File: config.mk
export PLATFORM = sky130hd
export DESIGN_NAME = uart_cmd_responder
export DESIGN_NICKNAME = d
export VERILOG_FILES = /design/src/rtl/uart_cmd_responder.sv
export SDC_FILE = /design/constraint.sdc
export NUM_CORES = 1
export LEC_CHECK = 0
export ABC_AREA = 1
export CORE_ASPECT_RATIO = 0.5
export CORE_MARGIN = 10
export CORE_UTILIZATION = 50
export DETAILED_ROUTE_END_ITERATION = 12
export GPL_TIMING_DRIVEN = 0
export PLACE_DENSITY = 0.77
export SYNTH_ARGS = -nofsm -noshare
export SYNTH_HDL_FRONTEND = slang
export SYNTH_SLANG_ARGS = --single-unit
File: constraint.sdc
create_clock -name clk -period 2.5 [get_ports clk]
set_input_delay 0.5 -clock clk [delete_from_list [all_inputs] [get_ports clk]]
set_output_delay 0.5 -clock clk [all_outputs]
set_load 0.02 [all_outputs]
File: src/rtl/uart_cmd_responder.sv
// UART command responder: parses 5-byte 0x55 frames, issues one register read/write,
// and returns a 4-byte 0xAA response through the UART transmitter handshake.
module uart_cmd_responder #(
    parameter int REG_COUNT   = 16,
    parameter int TIMEOUT_CYC = 50_000_000
) (
    input  logic       clk,
    input  logic       rst,
    input  logic [7:0] rx_data,
    input  logic       rx_data_ready,
    output logic [7:0] tx_data,
    output logic       tx_int,
    input  logic       tx_busy,
    output logic       reg_we,
    output logic       reg_re,
    output logic [7:0] reg_addr,
    output logic [7:0] reg_wdata,
    input  logic [7:0] reg_rdata,
    output logic       frame_err
);

    localparam int       TW       = 26;
    localparam logic [TW-1:0] TMO_LAST = TW'(TIMEOUT_CYC - 1);
    localparam logic [7:0] SYNC_B = 8'h55;
    localparam logic [7:0] RESP_B = 8'hAA;
    localparam logic [7:0] ST_OK  = 8'h00;
    localparam logic [7:0] ST_CHK = 8'hE1;
    localparam logic [7:0] ST_CMD = 8'hE2;
    localparam logic [7:0] ST_ADR = 8'hE3;

    typedef enum logic [3:0] {
        S_HUNT, S_CMD, S_ADDR, S_DATA, S_CHK,
        S_EXEC, S_RDWAIT, S_TX_LOAD, S_TX_WAITHI, S_TX_WAITLO
    } state_t;

    state_t          state_q, state_d;
    logic            rdy_q;
    logic [7:0]      cmd_q, addr_q, data_q;
    logic [7:0]      status_q, status_d;
    logic [7:0]      val_q;
    logic            is_wr_q;
    logic [1:0]      idx_q, idx_nxt;
    logic [TW-1:0]   tmo_q;
    logic [7:0]      tx_data_q, reg_addr_q, reg_wdata_q;
    logic [7:0]      resp_byte;

    logic byte_stb, in_frame, tmo_hit, chk_ok, cmd_ok, addr_ok;
    logic [7:0] sum;

    assign byte_stb = rx_data_ready & ~rdy_q;
    assign in_frame = (state_q == S_CMD) || (state_q == S_ADDR) ||
                      (state_q == S_DATA) || (state_q == S_CHK);
    // A byte arriving on the expiry cycle wins over the timeout.
    assign tmo_hit  = in_frame && !byte_stb && (tmo_q == TMO_LAST);

    // Frame checks, meaningful while the CHK byte is on rx_data.
    assign sum     = cmd_q + addr_q + data_q;
    assign chk_ok  = (sum == rx_data);
    assign cmd_ok  = (cmd_q == 8'h01) || (cmd_q == 8'h02);
    assign addr_ok = ({1'b0, addr_q} < 9'(REG_COUNT));

    always_comb begin
        status_d = ST_OK;
        if (!chk_ok)       status_d = ST_CHK;
        else if (!cmd_ok)  status_d = ST_CMD;
        else if (!addr_ok) status_d = ST_ADR;
    end

    assign idx_nxt = (state_q == S_TX_WAITLO) ? idx_q + 2'd1 : idx_q;

    always_comb begin
        case (idx_nxt)
            2'd0:    resp_byte = RESP_B;
            2'd1:    resp_byte = status_q;
            2'd2:    resp_byte = val_q;
            default: resp_byte = status_q + val_q;
        endcase
    end

    // State register
    always_ff @(posedge clk) begin
        if (rst) state_q <= S_HUNT;
        else     state_q <= state_d;
    end

    // Next-state logic
    always_comb begin
        state_d = state_q;
        case (state_q)
            S_HUNT:      if (byte_stb && rx_data == SYNC_B) state_d = S_CMD;
            S_CMD:       if (tmo_hit) state_d = S_HUNT; else if (byte_stb) state_d = S_ADDR;
            S_ADDR:      if (tmo_hit) state_d = S_HUNT; else if (byte_stb) state_d = S_DATA;
            S_DATA:      if (tmo_hit) state_d = S_HUNT; else if (byte_stb) state_d = S_CHK;
            S_CHK:       if (tmo_hit) state_d = S_HUNT; else if (byte_stb) state_d = S_EXEC;
            S_EXEC:      state_d = (status_q != ST_OK || is_wr_q) ? S_TX_LOAD : S_RDWAIT;
            S_RDWAIT:    state_d = S_TX_LOAD;
            S_TX_LOAD:   state_d = S_TX_WAITHI;
            S_TX_WAITHI: if (tx_busy) state_d = S_TX_WAITLO;
            S_TX_WAITLO: if (!tx_busy) state_d = (idx_q == 2'd3) ? S_HUNT : S_TX_LOAD;
            default:     state_d = S_HUNT;
        endcase
    end

    // Output logic
    always_comb begin
        tx_int    = 1'b0;
        reg_we    = 1'b0;
        reg_re    = 1'b0;
        frame_err = tmo_hit;
        case (state_q)
            S_EXEC: begin
                if (status_q != ST_OK) frame_err = 1'b1;
                else if (is_wr_q)      reg_we    = 1'b1;
                else                   reg_re    = 1'b1;
            end
            S_TX_LOAD: tx_int = 1'b1;
            default: ;
        endcase
    end

    assign tx_data   = tx_data_q;
    assign reg_addr  = reg_addr_q;
    assign reg_wdata = reg_wdata_q;

    // Datapath: edge detect, frame capture, timeout, response registers
    always_ff @(posedge clk) begin
        if (rst) begin
            rdy_q       <= 1'b0;
            cmd_q       <= '0;
            addr_q      <= '0;
            data_q      <= '0;
            status_q    <= '0;
            val_q       <= '0;
            is_wr_q     <= 1'b0;
            idx_q       <= '0;
            tmo_q       <= '0;
            tx_data_q   <= '0;
            reg_addr_q  <= '0;
            reg_wdata_q <= '0;
        end else begin
            rdy_q <= rx_data_ready;
            tmo_q <= (in_frame && !byte_stb) ? tmo_q + TW'(1) : '0;

            if (byte_stb) begin
                case (state_q)
                    S_CMD:   cmd_q  <= rx_data;
                    S_ADDR:  addr_q <= rx_data;
                    S_DATA:  data_q <= rx_data;
                    default: ;
                endcase
            end

            if (state_q == S_CHK && byte_stb) begin
                status_q <= status_d;
                is_wr_q  <= (cmd_q == 8'h01);
                val_q    <= (status_d == ST_OK && cmd_q == 8'h01) ? data_q : 8'h00;
                // Bus address/data only move when a strobe will follow.
                if (status_d == ST_OK) begin
                    reg_addr_q <= addr_q;
                    if (cmd_q == 8'h01) reg_wdata_q <= data_q;
                end
            end

            if (state_q == S_RDWAIT) val_q <= reg_rdata;

            if (state_d == S_TX_LOAD) tx_data_q <= resp_byte;

            if (state_q == S_TX_WAITLO && !tx_busy) idx_q <= idx_q + 2'd1;
        end
    end

endmodule

== Yosys cells after proc, flatten, opt, wreduce, memory -nomap -nowiden ==
Cells that the tools add are included.
Storage, ports and cells
  register bits after elaboration: 98
  bits of input ports: 20
  output and inout bits: 28
  logic and storage cells: 95
Cells by class
  $add $sub $neg: 5
  magnitude comparators: 1
  equal/unequal tests: 18
  multiplexer cells: 31
  bitwise logic cells: 3
  reductions and logical operators: 24
Operator list (number)
  $mux 8: 6
  $mux 4: 11
  $pmux 4 s10: 1
  $add 26x1->26 const B: 1
  $eq 26x26->1 const B: 1
  $add 8x8->8: 3
  $pmux 8 s3: 1
  $eq 4x3->1 const B: 5
  $mux 1: 10
  $eq 4x2->1 const B: 2
  $eq 4x4->1 const B: 2
  $eq 8x1->1 const B: 1
  $eq 8x2->1 const B: 1
  $eq 8x7->1 const B: 1
  $eq 8x8->1: 1
  $logic_not 8->1: 1
  $lt 8x5->1 const B: 1
  $reduce_and 2->1: 4
  $reduce_bool 8->1: 1
  $logic_and 1x1->1: 6
  $logic_or 1x1->1: 5
  $eq 2x2->1 const B: 2
  $eq 4x1->1 const B: 1
  $logic_not 4->1: 1
  other kinds (11): 13

== Logic depth before layout (Yosys ltp) ==
  word-level depth: 9
  mapped depth: 17
  depth with buffers taken out: 16

== Worst setup path after synthesis ==
Ideal clock, no wire load.
  kind: reg2reg
  start: reg cmd_q[1]
  end: reg reg_addr_q[5], in the netlist reg_addr[5]
  library setup time: 0.115 ns
  arrival: 2.519 ns
  data required time: 2.385 ns
  path slack: -0.135 ns
  cell stages (with the launch flop): 12
  path buffers: 1
  period minus slack after synthesis: 2.635 ns
  cells stage by stage: dfxtp_1 fa_1 ha_1 fa_1 xnor2_1 nand3_1 nor2_1 nand3_1 nor2_2 nand3_1 buf_2 and3_1
Between the ends
  longest elaborated chain between the ends: 6
  elaborated cells between the ends (all ways): 10
  those cells by class: add/sub (2); eq/ne (3); mux (2); reduce/logical (3)
Ends and longest elaborated chain
  from (decl): RTL line 38  | logic [7:0] cmd_q, addr_q, data_q;
  from (signal assigned): RTL line 146  | S_CMD: cmd_q <= rx_data;
  $add 8x8->8 (tied with other cells): RTL line 57  | assign sum = cmd_q + addr_q + data_q;
  $add 8x8->8 / $logic_or 1x1->1 (equally long branches): RTL line 57, 59
  $eq 8x8->1 / $mux 8 (equally long branches): RTL line 58, 65
  $mux 8 *: RTL line 64  | if (!chk_ok) status_d = ST_CHK;
  $logic_not 8->1 *: RTL line 158  | if (status_d == ST_OK) begin
  $reduce_and 2->1 (no source line) *
  to (signal assigned): RTL line 159  | reg_addr_q <= addr_q;
  to (decl): RTL line 44  | logic [7:0] tx_data_q, reg_addr_q, reg_wdata_q;
Every way passes the cells marked *; elsewhere a longest branch is shown, timed or not.
A chain may end at the register's enable or synchronous reset.

== Worst setup path after layout ==
  start: reg data_q[1]
  end: reg reg_wdata_q[6], in the netlist reg_wdata[6]
Between the ends
  longest elaborated chain between the ends: 5
Ends and longest elaborated chain
  from (decl): RTL line 38
  from (signal assigned): RTL line 148  | S_DATA: data_q <= rx_data;
  $add 8x8->8: RTL line 57
  $eq 8x8->1: RTL line 58  | assign chk_ok = (sum == rx_data);
  $mux 8: RTL line 64
  $logic_not 8->1: RTL line 158
  $reduce_and 3->1 (no source line)
  to (signal assigned): RTL line 160  | if (cmd_q == 8'h01) reg_wdata_q <= data_q;
  to (decl): RTL line 44
No other way between the ends.

==> results.cfg <==
[run_status]
status = finished with violations
failed_checks = negative setup slack

[global_route]
globalRouteOverflowTotal = 0
grt_pass1_wl_um = 22000
grt_max_degree = 19
antenna_found_initial = 0
grt_pass1_vias = 4761
grt.total_usage_pct = 17.5

[place]
place_ws_ns = -0.435
dp_cells = 930
hpwl_um = 9750
post_dp_cell_area_um2 = 5810
place_congestion = 0.884
port_buffers = 46

[route]
wirelength_met1_um = 5780
totalWireLength_um = 12900
met2_wirelength_um = 6180
wl_met3_um = 726
wl_per_cell_um = 13.5
via_per_inst = 5.15
vias = 4918
drt-pass1-iter-count = 7
drt-initial-drc-count = 332
routed.top_layer = met4
drc = 0
drtAntennaViolNets = 0

[cts]
htree_num_levels = 3
clk_path_buf_depth = 2
clk_pin_slew_ns = 0.07
holdBufCountCts = 0
numCtsBuffers = 9
cts_tree = yes
cts_root_buf = clkbuf_16
worstSkewPairLatency_ns = 0.36
cts.sinks = 93

[sta]
max_freq_mhz = 359
min_period_ns = 2.78
finalMaxSlewViolations = 0
rsz0062_at_grt = yes
fin_ws_ns = -0.283
clock_skew_ns = 0.0123
worst_pin_slew_ns = 0.579
hold_ws_ns = 0.451
hold_violations = 0
slew_headroom_pct = 61.4
setup-violations-final = 27
setup_tns_ns = -6.10
finalCritPeriodShare_pct = 111

[min_path]
min_from = tmo_q[0]
hold_path_depth = 1
worstHoldEndpoint = tmo_q[0]
hold_path_class = reg -> reg

[synthesis]
ys_seq_area_share_pct = 36.1
yosys_warnings = 0
async_reset_ff_share_pct = 0
synth_edf_count = 0
yosys_most_used_dff = dfxtp_1
syn_area_per_cell_um2 = 6.93
synth_cell_types = 43
syn_inst = 744
synth_area_um2 = 5160
synthesis.nets = 785
ys_ff_latch = 93

[layout]
fin_nets = 851
area.growth.synth_to_final_pct = 21.7
final_cell_mix = 141 x nand2_1, 116 x inv_1, 90 x dfxtp_1
final_core_util_pct = 61.9
drive_above_1_share_pct = 10.7
diodes = 0
stdcell_area_um2 = 6280
final_common_cell = nand2_1
stdcell_count = 955

[floorplan]
dieArea_um2 = 15000
core_region_area_um2 = 10100
start_util_pct = 50.8
fp-row-count = 26
fp.dieW_um = 164
dieHeight_um = 91.8
io_pins = 48

[power_and_ir_drop]
p_per_area_nw_per_um2 = 488
peakVddDrop_uv = 339
total_power_mw = 3.06
leakagePower_nw = 2.62

[critical_path]
end_kind = register
worstPathMaxFanout = 5
rr_startpoint = data_q[1]
r2r-end = reg_wdata[6]
cpMaxStageDelayCell = fa_1
cp.required_ns = 2.75
max_stage_delay_ns = 0.53
path_class = reg -> reg
reg2reg_depth = 12
startpoint_type = register
r2r_setup_slack_ns = -0.28
cp.arrival_ns = 3.03
worstPathCellList = fa_1 > ha_4 > fa_1 > xnor2_1 > nand3_1 > nor2_1 > nand3_1 > nor2_4 > nand3_4 > buf_2 > nor2_1 > nor2_2

[job]
maxCapViolations = 0
-- power by group --
part / internal, mW / switching [mW] / total (mW)
clock network: 0.703 / 0.660 / 1.36
logic: 0.0766 / 0.122 / 0.199
registers: 1.49 / 0.00967 / 1.50
-- worst max-delay path by stage --
stage,start,endpoint,slack [ns],depth (start not counted)
after floorplan,cmd_q[1],reg_addr[5],-0.008,11
after global placement,rx_data_ready,frame_err,-0.40,7
after detailed placement,rx_data_ready,frame_err,-0.43,7
after CTS,cmd_q[1],reg_wdata[6],-0.30,13
after global routing,data_q[1],reg_wdata[4],-0.44,15
final,data_q[1],reg_wdata[6],-0.28,12
-- cell usage after synthesis, drive strengths merged (2+ instances only) --
master | n | area [um^2]
nand2 | 148 | 573
clkinv | 2 | 7.51
xor2 | 9 | 78.8
ha | 12 | 150
nor2 | 99 | 423
and3 | 5 | 31.3
dfxtp | 93 | 1860
nor3 | 9 | 50.1
or2 | 5 | 31.3
nor4 | 4 | 25.0
a22oi | 2 | 15.0
xnor2 | 7 | 61.3
fa | 9 | 180
clkbuf | 13 | 50.0
a21oi | 63 | 330
buf | 5 | 37.5
o21ai | 56 | 303
o211ai | 3 | 22.5
nand3 | 43 | 240
inv | 123 | 462
nand4 | 22 | 138
a31oi | 3 | 18.8
nor3b | 4 | 30.0
-- timing repair --
| action | in CTS | in global routing |
|---|---|---|
| pin swaps | 8 | 9 |
| buffers inserted | 4 | 3 |
| gates resized for setup | 23 | 12 |
| endpoints found under the setup margin | 28 | 29 |
| cloned | 2 | 0 |
-- critical path, delay by kind of cell, from the launching register on --
kind,cells,cell delay (ns)
buffers and inverters,1,0.18
xor gates and xnor gates,1,0.12
adders and majority gates,3,1.21
and+or+nand+nor,7,0.81
DFF,1,0.35
-- registers in the layout (all words and copies together), names as in the netlist --
name / flops
addr_q: 8
cmd_q: 8
data_q: 8
idx_q: 2
is_wr_q: 1
rdy_q: 1
reg_addr: 8
reg_wdata: 8
state_q: 4
status_q: 3
tmo_q: 26
tx_data: 8
val_q: 8
-- logic make-up (layout without fill, tap and decap cells) --
family	after synthesis	after routing	share of synthesized area (%)
AOI/OAI and AO/OA	131	131	14.0
xor gates and xnor gates	16	16	2.72
adders and majority gates	21	21	6.40
buffers and inverters	143	214	10.8
DFF	93	93	36.1
and+or+nand+nor	340	340	30.0
-- metal layers --
layer  vias up  track usage (%)
met1      2254             21.5
met5         -                0
met3        22             4.28
li1       2527                -
met4         0             5.47
met2       115             29.8
-- final cells by class --
class                   instances  area [um^2]
fillers                       896         3870
multi-input cells             508         2840
flip-flops and latches         93         1870
repair buffers                 55          539
inverters                     125          469
clock buffers                   9          225
well taps                     140          175
plain buffers                  18          100
clock inverters                 7         68.8
Note: power is estimated with default switching activity, not from simulation.
